--- src/rtl/div_pkg.sv ---
// Shared types and helpers for the sequential restoring divider.
package div_pkg;

   typedef enum logic [1:0] {
      IDLE   = 2'd0,
      RUN    = 2'd1,
      FINISH = 2'd2
   } div_state_e;

   // Iteration counter width; at least one bit so WIDTH=2 still has a counter.
   function automatic int cnt_w(input int w);
      return (w > 2) ? $clog2(w) : 1;
   endfunction

endpackage

--- src/rtl/div_trial_sub.sv ---
// Ripple trial subtractor: a - b as a + ~b + 1; carry-out high means no borrow.
module div_trial_sub #(
   parameter int W = 5
) (
   input  logic [W-1:0] a,
   input  logic [W-1:0] b,
   output logic [W-1:0] diff,
   output logic         no_borrow
);

   logic [W:0] w_carry;

   assign w_carry[0] = 1'b1;

   for (genvar gi = 0; gi < W; gi++) begin : g_bit
      full_adder u_fa (
         .a    (a[gi]),
         .b    (~b[gi]),
         .cin  (w_carry[gi]),
         .sum  (diff[gi]),
         .cout (w_carry[gi+1])
      );
   end

   assign no_borrow = w_carry[W];

endmodule

--- src/rtl/full_adder.sv ---
// 1-bit full-adder cell from the arithmetic library.
module full_adder (
   input  logic a,
   input  logic b,
   input  logic cin,
   output logic sum,
   output logic cout
);

   assign sum  = a ^ b ^ cin;
   assign cout = (a & b) | (cin & (a ^ b));

endmodule

--- src/rtl/seq_restoring_divider.sv ---
// Iterative unsigned restoring divider, one quotient bit per clock,
// behind a start/busy/done handshake.
module seq_restoring_divider
   import div_pkg::*;
#(
   parameter int WIDTH = 4
) (
   input  logic             clk,
   input  logic             rst,
   input  logic             start,
   input  logic [WIDTH-1:0] dividend,
   input  logic [WIDTH-1:0] divisor,
   output logic             busy,
   output logic             done,
   output logic [WIDTH-1:0] quotient,
   output logic [WIDTH-1:0] remainder,
   output logic             div_by_zero
);

   localparam int CW = cnt_w(WIDTH);

   div_state_e       r_state;
   logic [CW-1:0]    r_cnt;
   logic [WIDTH-1:0] r_dvd;
   logic [WIDTH-1:0] r_dvs;
   logic [WIDTH-1:0] r_prem;
   logic [WIDTH-1:0] r_quo;
   logic             r_zdiv;
   logic             r_busy;
   logic             r_done;
   logic [WIDTH-1:0] r_quotient;
   logic [WIDTH-1:0] r_remainder;
   logic             r_div_by_zero;

   logic [WIDTH:0]   w_shift;
   logic [WIDTH:0]   w_diff;
   logic [WIDTH:0]   w_next;
   logic             w_nb;
   logic             w_unused;

   // r_dvd shifts left during RUN so its MSB is always the next dividend bit.
   assign w_shift = {r_prem, r_dvd[WIDTH-1]};

   div_trial_sub #(.W(WIDTH + 1)) u_trial (
      .a         (w_shift),
      .b         ({1'b0, r_dvs}),
      .diff      (w_diff),
      .no_borrow (w_nb)
   );

   // Either branch is below the divisor afterwards, so the top bit is always 0.
   assign w_next   = w_nb ? w_diff : w_shift;
   assign w_unused = w_next[WIDTH];

   always_ff @(posedge clk or posedge rst) begin
      if (rst) begin
         r_state       <= IDLE;
         r_cnt         <= '0;
         r_dvd         <= '0;
         r_dvs         <= '0;
         r_prem        <= '0;
         r_quo         <= '0;
         r_zdiv        <= 1'b0;
         r_busy        <= 1'b0;
         r_done        <= 1'b0;
         r_quotient    <= '0;
         r_remainder   <= '0;
         r_div_by_zero <= 1'b0;
      end else begin
         r_done <= 1'b0;
         case (r_state)
            IDLE: begin
               if (start) begin
                  r_dvd  <= dividend;
                  r_dvs  <= divisor;
                  r_prem <= '0;
                  r_quo  <= '0;
                  r_cnt  <= CW'(WIDTH - 1);
                  if (divisor == '0) begin
                     r_zdiv  <= 1'b1;
                     r_state <= FINISH;
                  end else begin
                     r_zdiv  <= 1'b0;
                     r_busy  <= 1'b1;
                     r_state <= RUN;
                  end
               end
            end
            RUN: begin
               r_prem <= w_next[WIDTH-1:0];
               r_quo  <= {r_quo[WIDTH-2:0], w_nb};
               r_dvd  <= {r_dvd[WIDTH-2:0], 1'b0};
               if (r_cnt == '0) begin
                  r_busy  <= 1'b0;
                  r_state <= FINISH;
               end else begin
                  r_cnt <= r_cnt - CW'(1);
               end
            end
            FINISH: begin
               r_done  <= 1'b1;
               r_state <= IDLE;
               if (r_zdiv) begin
                  r_quotient    <= '1;
                  r_remainder   <= r_dvd;
                  r_div_by_zero <= 1'b1;
               end else begin
                  r_quotient    <= r_quo;
                  r_remainder   <= r_prem;
                  r_div_by_zero <= 1'b0;
               end
            end
            default: r_state <= IDLE;
         endcase
      end
   end

   assign busy        = r_busy;
   assign done        = r_done;
   assign quotient    = r_quotient;
   assign remainder   = r_remainder;
   assign div_by_zero = r_div_by_zero;

endmodule

--- config.mk ---
export PLATFORM = sky130hd
export DESIGN_NAME = seq_restoring_divider
export DESIGN_NICKNAME = d
export VERILOG_FILES = /design/src/rtl/div_pkg.sv /design/src/rtl/div_trial_sub.sv /design/src/rtl/full_adder.sv /design/src/rtl/seq_restoring_divider.sv
export SDC_FILE = /design/constraint.sdc
export NUM_CORES = 1
export LEC_CHECK = 0
export CAP_MARGIN = 5
export CORE_UTILIZATION = 53
export DETAILED_ROUTE_END_ITERATION = 7
export PLACE_DENSITY = 0.77
export SETUP_SLACK_MARGIN = 0.1
export SKIP_LAST_GASP = 1
export SYNTH_ARGS = -nofsm -noshare
export SYNTH_HDL_FRONTEND = slang
export SYNTH_SLANG_ARGS = --single-unit
--- constraint.sdc ---
create_clock -name clk -period 2.71 [get_ports clk]
set_input_delay 0.6775 -clock clk [delete_from_list [all_inputs] [get_ports clk]]
set_output_delay 0.6775 -clock clk [all_outputs]
set_load 0.02 [all_outputs]
== After elaboration in Yosys (flattened, before gate mapping) ==
Index checks and enable logic that the tools add are counted.
Word-level totals
  register bits after elaboration: 32
  latch bits: 0
  bits in writable memories: 0
  memory bits (read-only): 0
  input port bits: 11
  output and inout port bits: 11
  word-level logic and storage cells: 76
  memories kept: 0
Operators by class
  add/subtract/negate cells: 1
  $mul: 0
  divide/modulo/power cells: 0
  order comparisons: 0
  eq/ne operators: 6
  shift operators: 0
  multiplexer cells: 22
  bitwise logic cells: 26
  reductions and logical operators: 9
Operators with widths (count)
  4-bit one-hot mux with 2 select lines: 3
  4-bit 2-to-1 mux: 5
  2-bit 2-to-1 mux: 5
  1-bit AND: 8
  2-bit inequality test (second input constant): 4
  2-bit one-hot mux with 2 select lines: 2
  1-bit XOR: 7
  1-bit 2-to-1 mux: 6
  1-bit NOT: 6
  2-bit AND reduction: 3
  1-bit bitwise OR: 5
  2-bit logical NOT: 2
  4-bit logical NOT: 1
  4-bit AND reduction: 1
  3-bit AND reduction: 1
  2-bit by 1-bit == test with 1-bit output (second input constant): 1
  2-bit == test (second input constant): 1
  1-bit one-hot mux with 2 select lines: 1
  2-bit nonzero test: 1
  2-bit by 1-bit subtractor with 2-bit output (second input constant): 1

== Logic depth before layout (Yosys ltp) ==
Gate-level depths: netlist (run 1).
  depth in word-level cells: 13
  mapped depth: 11
  depth with buffers taken out: 11

== Cells and area by module ==
Synthesis (run 1) repeated with hierarchy kept, for this count alone.
Unflattened totals
  cells, all modules: 146
  area total of the unflattened synthesis: 1547.7 um^2
Modules (own cells, without submodules)
  seq_restoring_divider: instances 1, cells each 135, area an instance 1425.1 um^2, sequential area each 800.8 um^2
  full_adder: instances 5, cells each 1, area an instance 20.0 um^2, sequential area each 0.0 um^2
  div_trial_sub: instances 1, cells each 6, area an instance 22.5 um^2, sequential area each 0.0 um^2

== Worst setup path after synthesis (run 1) ==
Ideal clock, no wire load.
  path type: flip-flop to flip-flop
  start point: register r_dvd[3]
  end point: register r_prem[0]
  library setup time: 82 ps
  arrival: 2308 ps
  data required time: 2628 ps
  slack: 320 ps
  cell stages (with the launch flop): 12
  buffers on the path: 0
  clock period less this slack: 2390 ps
  cell sequence: dfrtp_1 -> inv_1 -> ha_1 -> inv_1 -> fa_1 -> inv_1 -> fa_1 -> inv_1 -> fa_1 -> nor2_1 -> mux2_2 -> o22ai_1
Between the ends
  word-level cells in the longest chain between the ends: 12
  elaborated cells between the ends (all ways): 14
  those cells by class: mux: 2; bitwise: 12
Ends and longest elaborated chain
  start, declared: RTL line seq_restoring_divider.sv:24  | logic [WIDTH-1:0] r_dvd;
  start signal, assigned: RTL line seq_restoring_divider.sv:74  | r_dvd <= dividend;
  start signal, assigned: RTL line seq_restoring_divider.sv:92  | r_dvd <= {r_dvd[WIDTH-2:0], 1'b0};
  1-bit AND or 1-bit XOR (tied branches): RTL line full_adder.sv:11, full_adder.sv:10
  1-bit bitwise OR: RTL line full_adder.sv:11  | assign cout = (a & b) | (cin & (a ^ b));
  1-bit AND: RTL line full_adder.sv:11
  1-bit bitwise OR: RTL line full_adder.sv:11
  1-bit AND: RTL line full_adder.sv:11
  1-bit bitwise OR: RTL line full_adder.sv:11
  1-bit AND: RTL line full_adder.sv:11
  1-bit bitwise OR: RTL line full_adder.sv:11
  1-bit AND: RTL line full_adder.sv:11
  1-bit bitwise OR: RTL line full_adder.sv:11
  4-bit 2-to-1 mux (*): RTL line seq_restoring_divider.sv:52  | assign w_next = w_nb ? w_diff : w_shift;
  4-bit one-hot mux with 2 select lines (*): RTL line seq_restoring_divider.sv:71  | case (r_state)
  end signal, assigned: RTL line seq_restoring_divider.sv:90  | r_prem <= w_next[WIDTH-1:0];
  end, declared: RTL line seq_restoring_divider.sv:26  | logic [WIDTH-1:0] r_prem;
Mark *: on every way between the ends. The rest lies on a longest branch, timed or not.
A chain may end at the register's enable or synchronous reset.

== Worst setup path in the final report (run 1) ==
Ends and elaborated chain as after synthesis.

==> metrics.md, run 1 <==
| Metric | Value |
|---|---|
| Filler cell count in the final layout | `around 220` |
| Initial Util | `0.557` |
| Via count | `roughly 1,000` |
| Mapped Nets | `160` |
| Largest net degree at the start of global routing | `33` |
| Clock Skew | `just under 0.007 ns` |
| Initial antenna violation count | `0` |
| RSZ-0062 raised after global routing | `no` |
| Drt total wl | `2520 um` |
| Placed Instances | `190` |
| Antenna cell count | `0` |
| Core Region | `0.00273 mm^2` |
| Largest fanout on the critical path | `5` |
| Post-Syn Instances | `roughly 140` |
| WL/cell | `around 13 um` |
| Post-detail-place hpwl | `between 1500 and 2000 um` |
| Worst slack at placement | `0.0988 ns` |
| Via density | `between 5 and 6` |
| CTS Sinks | `32` |
| Die area | `about 0.0031 mm^2` |
| Leakage | `roughly 0.80 nW` |
| Rows | `19` |
| Slew margin rel. | `0.641` |
| Mapped Avg Cell Area | `around 11 um^2` |
| Slowest stage delay, CP | `approximately 0.42 ns` |
| Final setup viols | `0` |
| Flops & latches, synth | `32` |
| Sequential element share of the synthesized area | `0.526` |
| Crit-path cells | `inv_1 -> ha_1 -> inv_1 -> fa_1 -> inv_1 -> fa_1 -> inv_1 -> fa_1 -> nor2_4 -> mux2_2 -> o22ai_1` |
| Setup Crit Path Kind | `register to register` |
| Final Hold Viols | `0` |
| Total power | `a little over 2 mW` |
| CP top delay family | `adder cells` |
| Most frequent cells in the layout | `32 x dfrtp_1, 22 x nand2_1, 21 x clkdlybuf4s50_1` |
| Area grow syn2layout | `16.6%` |
| RePlAce Congestion | `roughly 0.77` |
| Post-layout net count | `around 180` |
| Cell area after synthesis | `about 0.0015 mm^2` |
| Status | `complete, no violations` |
| Vias in the first global route | `between 1,000 and 1,500` |
| Htree depth | `2` |
| Share of cells above drive strength 1 | `0.102` |
| Final ANT Viol Nets | `0` |
| Clk root buf | `clkbuf_4` |
| Worst setup margin | `around 0.26 ns` |
| Iter 0 DRT Violations | `26` |
| Cts bufs inserted | `5` |
| Slew of the pin with the lowest slew margin | `between 0.5 and 0.6 ns` |
| Final std cells w/o fill | `~200` |
| Gr ovfl total | `0` |
| Die Wd | `around 56 um` |
| Die extent in y | `~56 um` |
| Crit path buf inv count | `4` |
| Syn. warnings | `0` |
| Post-CTS setup buffer count | `0` |
| Crit-path most repeated cell | `inv_1` |
| Hold Crit Class | `register to register` |
| Port Buf Inserts | `21` |
| Pwr/cell area | `between 1000 and 1500 mW/mm^2` |
| Most common cell after layout, fill and taps aside | `dfrtp_1` |
| Worst-Skew Late Latency | `0.32 ns` |
| Reg2Reg Setup Slack | `roughly 0.26 ns` |
| Setup TNS | `0 ns` |
| Worst VDD drop | `between 0.7 and 0.8 mV` |
| Hold Slack | `0.472 ns` |
| Max Slew Vio Count | `0` |
| Maxcap violations | `0` |
| First-pass GRT wire length | `about 4400 um` |
| Fmax achieved | `approximately 0.41 GHz` |
| Drt first pass iters | `4` |
| Gr usage total | `0.191` |
| Final period demand of the worst path | `~2.5 ns` |
| CP endpoint kind | `register` |
| Arrival time worst endpoint | `roughly 2.7 ns` |
| Startpoint types | `register` |
| CP max-delay cell | `fa_1` |
| Required @ worst endpoint | `around 3.0 ns` |
| Worst-path clk slew | `0.09 ns` |
| Tcrit/Tclk final | `0.905` |
| CTS Buffer Depth | `2` |
| IO Count | `22` |
| Netlist cell types | `25` |
| Post-route DRC | `0` |
| CTS tree | `done` |
==> final timing paths <==
kind	start	cells past startpoint	endpoint
max	r_dvd[3]$_DFFE_PP0P_	11	r_prem[0]$_DFFE_PP0P_
min	r_cnt[0]$_DFFE_PP0P_	1	r_cnt[0]$_DFFE_PP0P_
max reg2reg	r_dvd[3]$_DFFE_PP0P_	11	r_prem[0]$_DFFE_PP0P_
min reg2reg	r_cnt[0]$_DFFE_PP0P_	1	r_cnt[0]$_DFFE_PP0P_
max in group asynchronous	rst	3	r_dvs[1]$_DFFE_PP0P_
min in group asynchronous	rst	3	r_prem[1]$_DFFE_PP0P_
==> routing by layer <==
| metal | global-route usage | routed length, um | vias to the layer above |
|---|---|---|---|
| li1 | - | - | 522 |
| met1 | 0.225 | 1130 | 488 |
| met2 | 0.306 | 1250 | 20 |
| met3 | 0.0698 | 86 | 4 |
| met4 | 0.0964 | 46 | 0 |
| met5 | 0 | 0 | - |
==> per-stage QoR <==
stage / instance area (um^2) / utilization
global placement: 1720 / 0.630
CTS: 1770 / 0.648
floorplan: 1520 / -
finish: 1780 / 0.649
global route: 1780 / 0.649
detailed placement: 1720 / 0.630
==> sequential cells by signal (all words and copies together) (netlist names) <==
register	flops
r_prem	4
r_zdiv	1
div_by_zero	1
r_dvd	4
r_state	2
r_quo	4
quotient	4
done	1
remainder	4
r_cnt	2
busy	1
r_dvs	4
==> area by class of cell <==
| type | instances | area (um^2) | share of cell area |
|---|---|---|---|
| timing repair buffer | 24 | 233 | 0.131 |
| tap | 31 | 38.8 | 0.0218 |
| inverter | 16 | 60.1 | 0.0338 |
| clock buffer | 6 | 41.3 | 0.0233 |
| multi-input combinational | 87 | 597 | 0.336 |
| sequential | 32 | 801 | 0.451 |
| clock inverter | 1 | 5.00 | 0.00282 |
==> report_power, final <==
group | internal [mW] | switching [mW]
clock network | 0.0954 | 0.148
logic | 0.477 | 0.489
registers | 0.685 | 0.174
total | 1.26 | 0.811
==> cell usage after synthesis, drive strengths merged <==
cell	instances	area share
nor4	1	0.0082
nor3	2	0.0066
fa	3	0.039
o21ai	16	0.053
nand2	22	0.054
mux2	6	0.044
o22ai	9	0.037
nor2	6	0.015
a21oi	2	0.0066
o21bai	1	0.0049
ha	2	0.016
dfrtp	32	0.53
nor2b	1	0.0041
a22oi	5	0.025
nor3b	3	0.021
buf	9	0.048
inv	16	0.039
a2bb2oi	1	0.0058
mux2i	5	0.033
nand2b	2	0.013
==> what timing repair did <==
action,4_1_cts,5_1_grt
endpoints found under the setup margin,2,2
cloned,0,0
endpoints found under the hold margin,0,0
hold buffers,0,0
pin swaps,0,1
resized for setup,1,1
==> cell families (layout without fill, tap and decap cells) <==
logic type | after synthesis | in the layout | synth area share
buf+inv | 25 | 47 | 0.0871
flops | 32 | 32 | 0.526
simple gates | 37 | 37 | 0.122
compound gates | 34 | 34 | 0.131
mux | 11 | 11 | 0.0772
fa+ha+maj | 5 | 5 | 0.0559
No activity file was read; power rests on OpenSTA's default activity.
==> run 2, diff against run 1 <==
--- a/config.mk
+++ b/config.mk
@@ -5,10 +5,10 @@
 export SDC_FILE = /design/constraint.sdc
 export NUM_CORES = 1
 export LEC_CHECK = 0
-export CAP_MARGIN = 5
-export CORE_UTILIZATION = 53
+export CAP_MARGIN = 20
+export CORE_UTILIZATION = 40
 export DETAILED_ROUTE_END_ITERATION = 7
-export PLACE_DENSITY = 0.77
+export PLACE_DENSITY = 0.61
 export SETUP_SLACK_MARGIN = 0.1
 export SKIP_LAST_GASP = 1
 export SYNTH_ARGS = -nofsm -noshare
==> metrics.md, run 2 (synthesis results as in run 1) <==
| Metric | Value |
|---|---|
| Area occupied by multi-input gates | `599 um^2 (+0.42%)` |
| CP endpoint kind | `register` |
| Initial Util | `0.416 (-0.141)` |
| RSZ-0062 raised after global routing | `no` |
| Comb pwr share | `0.434 (-0.033)` |
| CP top delay family | `adder cells` |
| Core Region | `0.00366 mm^2 (+34%)` |
| Worst-Skew Late Latency | `0.28 ns (-0.04 ns)` |
| Setup TNS | `0 ns (unchanged)` |
| Final setup viols | `0 (unchanged)` |
| WL/cell | `12.3 um (-3.6%)` |
| First-pass GRT wire length | `4800 um (+8.9%)` |
| Worst slack at placement | `0.0832 ns (-0.0155 ns)` |
| Hold Crit Class | `register to register` |
| Htree depth | `2 (unchanged)` |
| Final std cells w/o fill | `216 (+9.6%)` |
| Arrival time worst endpoint | `2.59 ns (-0.11 ns)` |
| Fmax achieved | `0.418 GHz (+2.5%)` |
| NetSw | `0.845 mW (+4.1%)` |
| Vias in the first global route | `1,037 (+3.5%)` |
| Drt total wl | `2660 um (+5.6%)` |
| Hold Slack | `0.478 ns (+0.00589 ns)` |
| Worst setup margin | `0.317 ns (+0.0601 ns)` |
| Leakage | `0.829 nW (+3.9%)` |
| Post-route DRC | `0 (unchanged)` |
| Share of cells above drive strength 1 | `0.119 (+0.0166)` |
| Filler cell count in the final layout | `343 (+53%)` |
| Max Slew Vio Count | `0 (unchanged)` |
| Slew margin rel. | `0.649 (+0.00754)` |
| Drt first pass iters | `4 (unchanged)` |
| Crit-path most repeated cell | `inv_1` |
| Port Buf Inserts | `21 (unchanged)` |
| Iter 0 DRT Violations | `44 (+69%)` |
| Crit path buf inv count | `4 (unchanged)` |
| Most frequent cells in the layout | `32 x dfrtp_1, 22 x nand2_1, 21 x clkdlybuf4s50_1` |
| Slew of the pin with the lowest slew margin | `0.527 ns (-0.0113 ns)` |
| Via count | `1,069 (+3.4%)` |
| Final period demand of the worst path | `2.39 ns (-0.0601 ns)` |
| Area grow syn2layout | `22.7%` |
| CTS tree | `done` |
| CP max-delay cell | `dfrtp_1` |
| Die area | `0.00406 mm^2 (+31%)` |
| Reg area | `801 um^2 (unchanged)` |
| Clock group share of total power | `0.191 (+0.074)` |
| Int Pwr | `1.46 mW (+16%)` |
| Pwr/cell area | `1240 mW/mm^2 (+6.0%)` |
| Clock Skew | `0.00553 ns (-0.00137 ns)` |
| Most common cell after layout, fill and taps aside | `dfrtp_1` |
| Initial antenna violation count | `0 (unchanged)` |
| Die extent in y | `63.7 um (+15%)` |
| Final Hold Viols | `0 (unchanged)` |
| Setup Crit Path Kind | `register to register` |
| CTS Hold Buffers Added | `0 (unchanged)` |
| Placed Instances | `206 (+8.4%)` |
| Post-layout net count | `183 (+0.55%)` |
| Cts bufs inserted | `5 (unchanged)` |
| Crit-path cells | `inv_1 -> ha_1 -> inv_1 -> fa_1 -> inv_1 -> fa_1 -> inv_1 -> fa_2 -> nor2_4 -> mux2_2 -> o22ai_1` |
| Required @ worst endpoint | `2.91 ns (-0.04 ns)` |
| Sw Share | `0.366 (-0.0260)` |
| Via density | `4.95 (-5.7%)` |
| Rows | `22 (+3)` |
| Largest net degree at the start of global routing | `33 (unchanged)` |
| Worst-path clk slew | `0.07 ns (-0.02 ns)` |
| Antenna cell count | `0 (unchanged)` |
| Gr usage total | `0.158 (-0.0331)` |
| Gr ovfl total | `0 (unchanged)` |
| CTS Sinks | `32 (unchanged)` |
| Reg power frac | `0.375 (-0.040)` |
| Final ANT Viol Nets | `0 (unchanged)` |
| Post-detail-place hpwl | `1900 um (+3.7%)` |
| RePlAce Congestion | `0.754 (-2.7%)` |
| Slowest stage delay, CP | `0.40 ns (-0.02 ns)` |
| Final Core Density | `0.510 (-0.139)` |
| Status | `complete, no violations` |
| CTS Buffer Depth | `2 (unchanged)` |
| Worst VDD drop | `0.630 mV (-21%)` |
| IO Count | `22 (unchanged)` |
| Tcrit/Tclk final | `0.883 (-0.0222)` |
| Die Wd | `63.7 um (+15%)` |
| Startpoint types | `register` |
| Largest fanout on the critical path | `5 (unchanged)` |
| Maxcap violations | `0 (unchanged)` |
| Clk root buf | `clkbuf_8` |
run 2: worst paths after layout:
| kind | from | to | slack, ns | cells past startpoint |
|---|---|---|---|---|
| worst max-delay path | r_dvd[3]$_DFFE_PP0P_ | r_prem[0]$_DFFE_PP0P_ | 0.32 | 11 |
| min in group asynchronous | rst | r_dvd[1]$_DFFE_PP0P_ | 0.79 | 3 |
| worst min-delay path | remainder[3]$_DFFE_PP0P_ | remainder[3]$_DFFE_PP0P_ | 0.48 | 2 |
| max in group asynchronous | rst | r_dvs[3]$_DFFE_PP0P_ | 1.63 | 3 |
| worst min register to register | remainder[3]$_DFFE_PP0P_ | remainder[3]$_DFFE_PP0P_ | 0.48 | 2 |
| worst max register to register | r_dvd[3]$_DFFE_PP0P_ | r_prem[0]$_DFFE_PP0P_ | 0.32 | 11 |
run 2: metal layers:
layer,GRT usage,share of wire
met1,0.195,0.46
met5,0,0
met3,0.0670,0.051
met2,0.242,0.47
met4,0.0597,0.014
run 2: power by group through the flow:
stage	clock (mW)	sequential [mW]	combinational, mW
finish	0.440	0.866	1.00
global route	0.481	0.899	1.15
CTS	0.453	0.867	0.963
detailed placement	0	0.875	0.953
global placement	0	0.861	0.919
floorplan	0	0.880	0.706
run 2: what timing repair did:
item / in CTS / in global routing
pin swaps: 0 / 1
gates cloned: 0 / 0
buffers inserted: 0 / 2
endpoints found under the setup margin: 2 / 2
resized for setup: 1 / 2
run 2: worst min-delay path, cell delays in order (launching register included):
cell	delay [ns]
dfrtp_1	0.34
nand2_1	0.05
o21ai_0	0.06
run 2: cell type report:
cell class	instances	share of cell area
flip-flops and latches	32	0.429
well taps	48	0.0322
inverters	16	0.0322
clock inverters	2	0.0188
clock buffers	6	0.0388
repair buffers	25	0.129
multi-input cells	87	0.321
run 2: through the flow:
stage / area [um^2] / total power, mW
after global routing: 1870 / 2.53
after CTS: 1850 / 2.28
after floorplan: 1520 / 1.59
after global placement: 1740 / 1.78
after detailed placement: 1740 / 1.83
final: 1870 / 2.31
==> run 3, diff against run 2 <==
--- a/config.mk
+++ b/config.mk
@@ -8,6 +8,7 @@
 export CAP_MARGIN = 20
 export CORE_UTILIZATION = 40
 export DETAILED_ROUTE_END_ITERATION = 7
+export MAX_ROUTING_LAYER = met4
 export PLACE_DENSITY = 0.61
 export SETUP_SLACK_MARGIN = 0.1
 export SKIP_LAST_GASP = 1
==> metrics.md, run 3 (synthesis results as in run 1) <==
| Metric | Value |
|---|---|
| RSZ-0062 raised after global routing | `no` |
| Tcrit/Tclk final | `0.883 (about the same)` |
| Crit-path cells | `inv_1 -> ha_1 -> inv_1 -> fa_1 -> inv_1 -> fa_1 -> inv_1 -> fa_2 -> nor2_4 -> mux2_2 -> o22ai_1` |
| Max Slew Vio Count | `0 (unchanged)` |
| Area grow syn2layout | `22.7% (unchanged)` |
| Drt first pass iters | `4 (unchanged)` |
| Final setup viols | `0 (unchanged)` |
| Area occupied by multi-input gates | `599 um^2 (unchanged)` |
| Maxcap violations | `0 (unchanged)` |
| First-pass GRT wire length | `4780 um (-0.29%)` |
| Worst Reg-to-Reg Cells | `11 (unchanged)` |
| IO Count | `22 (unchanged)` |
| Worst-path clk slew | `0.07 ns (about the same)` |
| Startpoint types | `register` |
| Leakage | `0.829 nW (unchanged)` |
| WL/cell | `12.3 um (about the same)` |
| Worst r2r dst | `r_prem[0]$_DFFE_PP0P_` |
| Slowest stage delay, CP | `0.40 ns (about the same)` |
| Status | `complete, no violations` |
| Antenna cell count | `0 (unchanged)` |
| Gr usage total | `0.160 (+0.00292)` |
| Post-route DRC | `0 (unchanged)` |
| Worst R2R Start | `r_dvd[3]$_DFFE_PP0P_` |
| Die extent in y | `63.7 um (unchanged)` |
| Initial antenna violation count | `0 (unchanged)` |
| Setup Crit Path Kind | `register to register` |
| Port Buf Inserts | `21 (unchanged)` |
| Vias in the first global route | `1,036 (-0.096%)` |
| CP max-delay cell | `dfrtp_1` |
| Post-detail-place hpwl | `1900 um (unchanged)` |
| Total power | `2.31 mW (about the same)` |
| CTS Sinks | `32 (unchanged)` |
| WHS Endpoint | `remainder[3]$_DFFE_PP0P_` |
| CTS tree | `done` |
| Iter 0 DRT Violations | `47 (+6.8%)` |
| Worst-Skew Late Latency | `0.28 ns (about the same)` |
| CTS Hold Buffers Added | `0 (unchanged)` |
| Post-layout net count | `183 (unchanged)` |
| Most frequent cells in the layout | `32 x dfrtp_1, 22 x nand2_1, 21 x clkdlybuf4s50_1` |
| Arrival time worst endpoint | `2.59 ns (about the same)` |
| Initial Util | `0.416 (unchanged)` |
| Worst VDD drop | `0.630 mV (about the same)` |
| Crit path buf inv count | `4 (unchanged)` |
| RePlAce Congestion | `0.763 (+1.3%)` |
| Die area | `0.00406 mm^2 (unchanged)` |
| Filler cell count in the final layout | `343 (unchanged)` |
| Final ANT Viol Nets | `0 (unchanged)` |
| Crit-path most repeated cell | `inv_1` |
| Final period demand of the worst path | `2.39 ns (+0.000213 ns)` |
| Fmax achieved | `0.418 GHz (about the same)` |
| Rows | `22 (unchanged)` |
| Hold wc startpoint | `remainder[3]$_DFFE_PP0P_` |
| Hold depth | `2 (unchanged)` |
| Fin area | `0.00187 mm^2 (unchanged)` |
| Worst slack at placement | `0.0832 ns (unchanged)` |
| Htree depth | `2 (unchanged)` |
| Die Wd | `63.7 um (unchanged)` |
| Clk root buf | `clkbuf_8` |
| Post-DP Area | `0.00174 mm^2 (unchanged)` |
| CTS Buffer Depth | `2 (unchanged)` |
| Pwr/cell area | `1240 mW/mm^2 (about the same)` |
| Clock Skew | `0.00587 ns (+0.000342 ns)` |
| Largest fanout on the critical path | `5 (unchanged)` |
| Final Hold Viols | `0 (unchanged)` |
| Via count | `1,066 (-0.28%)` |
| Slew of the pin with the lowest slew margin | `0.527 ns (-0.000200 ns)` |
| Slew margin rel. | `0.649 (about the same)` |
| Reg area | `801 um^2 (unchanged)` |
| Via density | `4.94 (-0.28%)` |
| Hold Crit Class | `register to register` |
| Share of cells above drive strength 1 | `0.119 (unchanged)` |
| Required @ worst endpoint | `2.91 ns (about the same)` |
| Core Region | `0.00366 mm^2 (unchanged)` |
| Cts bufs inserted | `5 (unchanged)` |
| Largest net degree at the start of global routing | `33 (unchanged)` |
| Most common cell after layout, fill and taps aside | `dfrtp_1` |
| Worst setup margin | `0.317 ns (-0.000213 ns)` |
| CP top delay family | `adder cells` |
| Reg2Reg Setup Slack | `0.32 ns (about the same)` |
| CP endpoint kind | `register` |
| Setup TNS | `0 ns (unchanged)` |
| Drt total wl | `2660 um (about the same)` |
| Gr ovfl total | `0 (unchanged)` |
| Final Core Density | `0.510 (unchanged)` |
==> run 3: worst register-to-register path, cell delays in order (launching register included) <==
cell and delay [ns]:
dfrtp_1 0.40, inv_1 0.08, ha_1 0.13, inv_1 0.04
fa_1 0.36, inv_1 0.09, fa_1 0.16, inv_1 0.05
fa_2 0.37, nor2_4 0.16, mux2_2 0.35, o22ai_1 0.12
==> run 3: where the power goes <==
group          internal, mW  switching, mW
Combinational         0.503          0.498
Sequential            0.687          0.179
Clock                 0.273          0.168
==> run 3: layout make-up <==
cell class              count  area share
clock buffers               6      0.0388
clock inverters             2      0.0188
inverters                  16      0.0322
multi-input cells          87       0.321
flip-flops and latches     32       0.429
well taps                  48      0.0322
repair buffers             25       0.129
==> run 3: how the worst max path moves through the flow <==
| stage | startpoint | endpoint | slack, ns | cells past startpoint |
|---|---|---|---|---|
| 2_1_floorplan | r_dvd[3]$_DFFE_PP0P_ | r_prem[0]$_DFFE_PP0P_ | 0.32 | 11 |
| 3_3_place_gp | r_dvd[3]$_DFFE_PP0P_ | r_prem[2]$_DFFE_PP0P_ | 0.21 | 11 |
| 3_5_place_dp | r_dvd[3]$_DFFE_PP0P_ | r_prem[0]$_DFFE_PP0P_ | 0.08 | 11 |
| 4_1_cts | r_dvd[3]$_DFFE_PP0P_ | r_prem[0]$_DFFE_PP0P_ | 0.15 | 11 |
| 5_1_grt | r_dvd[3]$_DFFE_PP0P_ | r_prem[0]$_DFFE_PP0P_ | 0.14 | 11 |
| 6_report | r_dvd[3]$_DFFE_PP0P_ | r_prem[0]$_DFFE_PP0P_ | 0.32 | 11 |
==> run 3: timing repair <==
action / CTS / global route
pin swaps: 0 / 1
setup buffers: 0 / 2
endpoints found under the setup margin: 2 / 2
gates resized for setup: 1 / 2
==> run 3: per-layer routing <==
layer	part of all wire	up-vias	GRT usage	wire, um
li1	-	524	-	-
met1	0.47	512	0.196	1250
met2	0.47	24	0.241	1240
met3	0.049	6	0.0598	130
met4	0.014	0	0.0597	38
met5	0	-	-	0
==> run 3: stage by stage <==
step	hold WS [ns]	instances
after floorplan	0.445	144
after global placement	0.457	206
after detailed placement	0.472	206
after CTS	0.486	214
after global routing	0.513	216
final	0.478	216
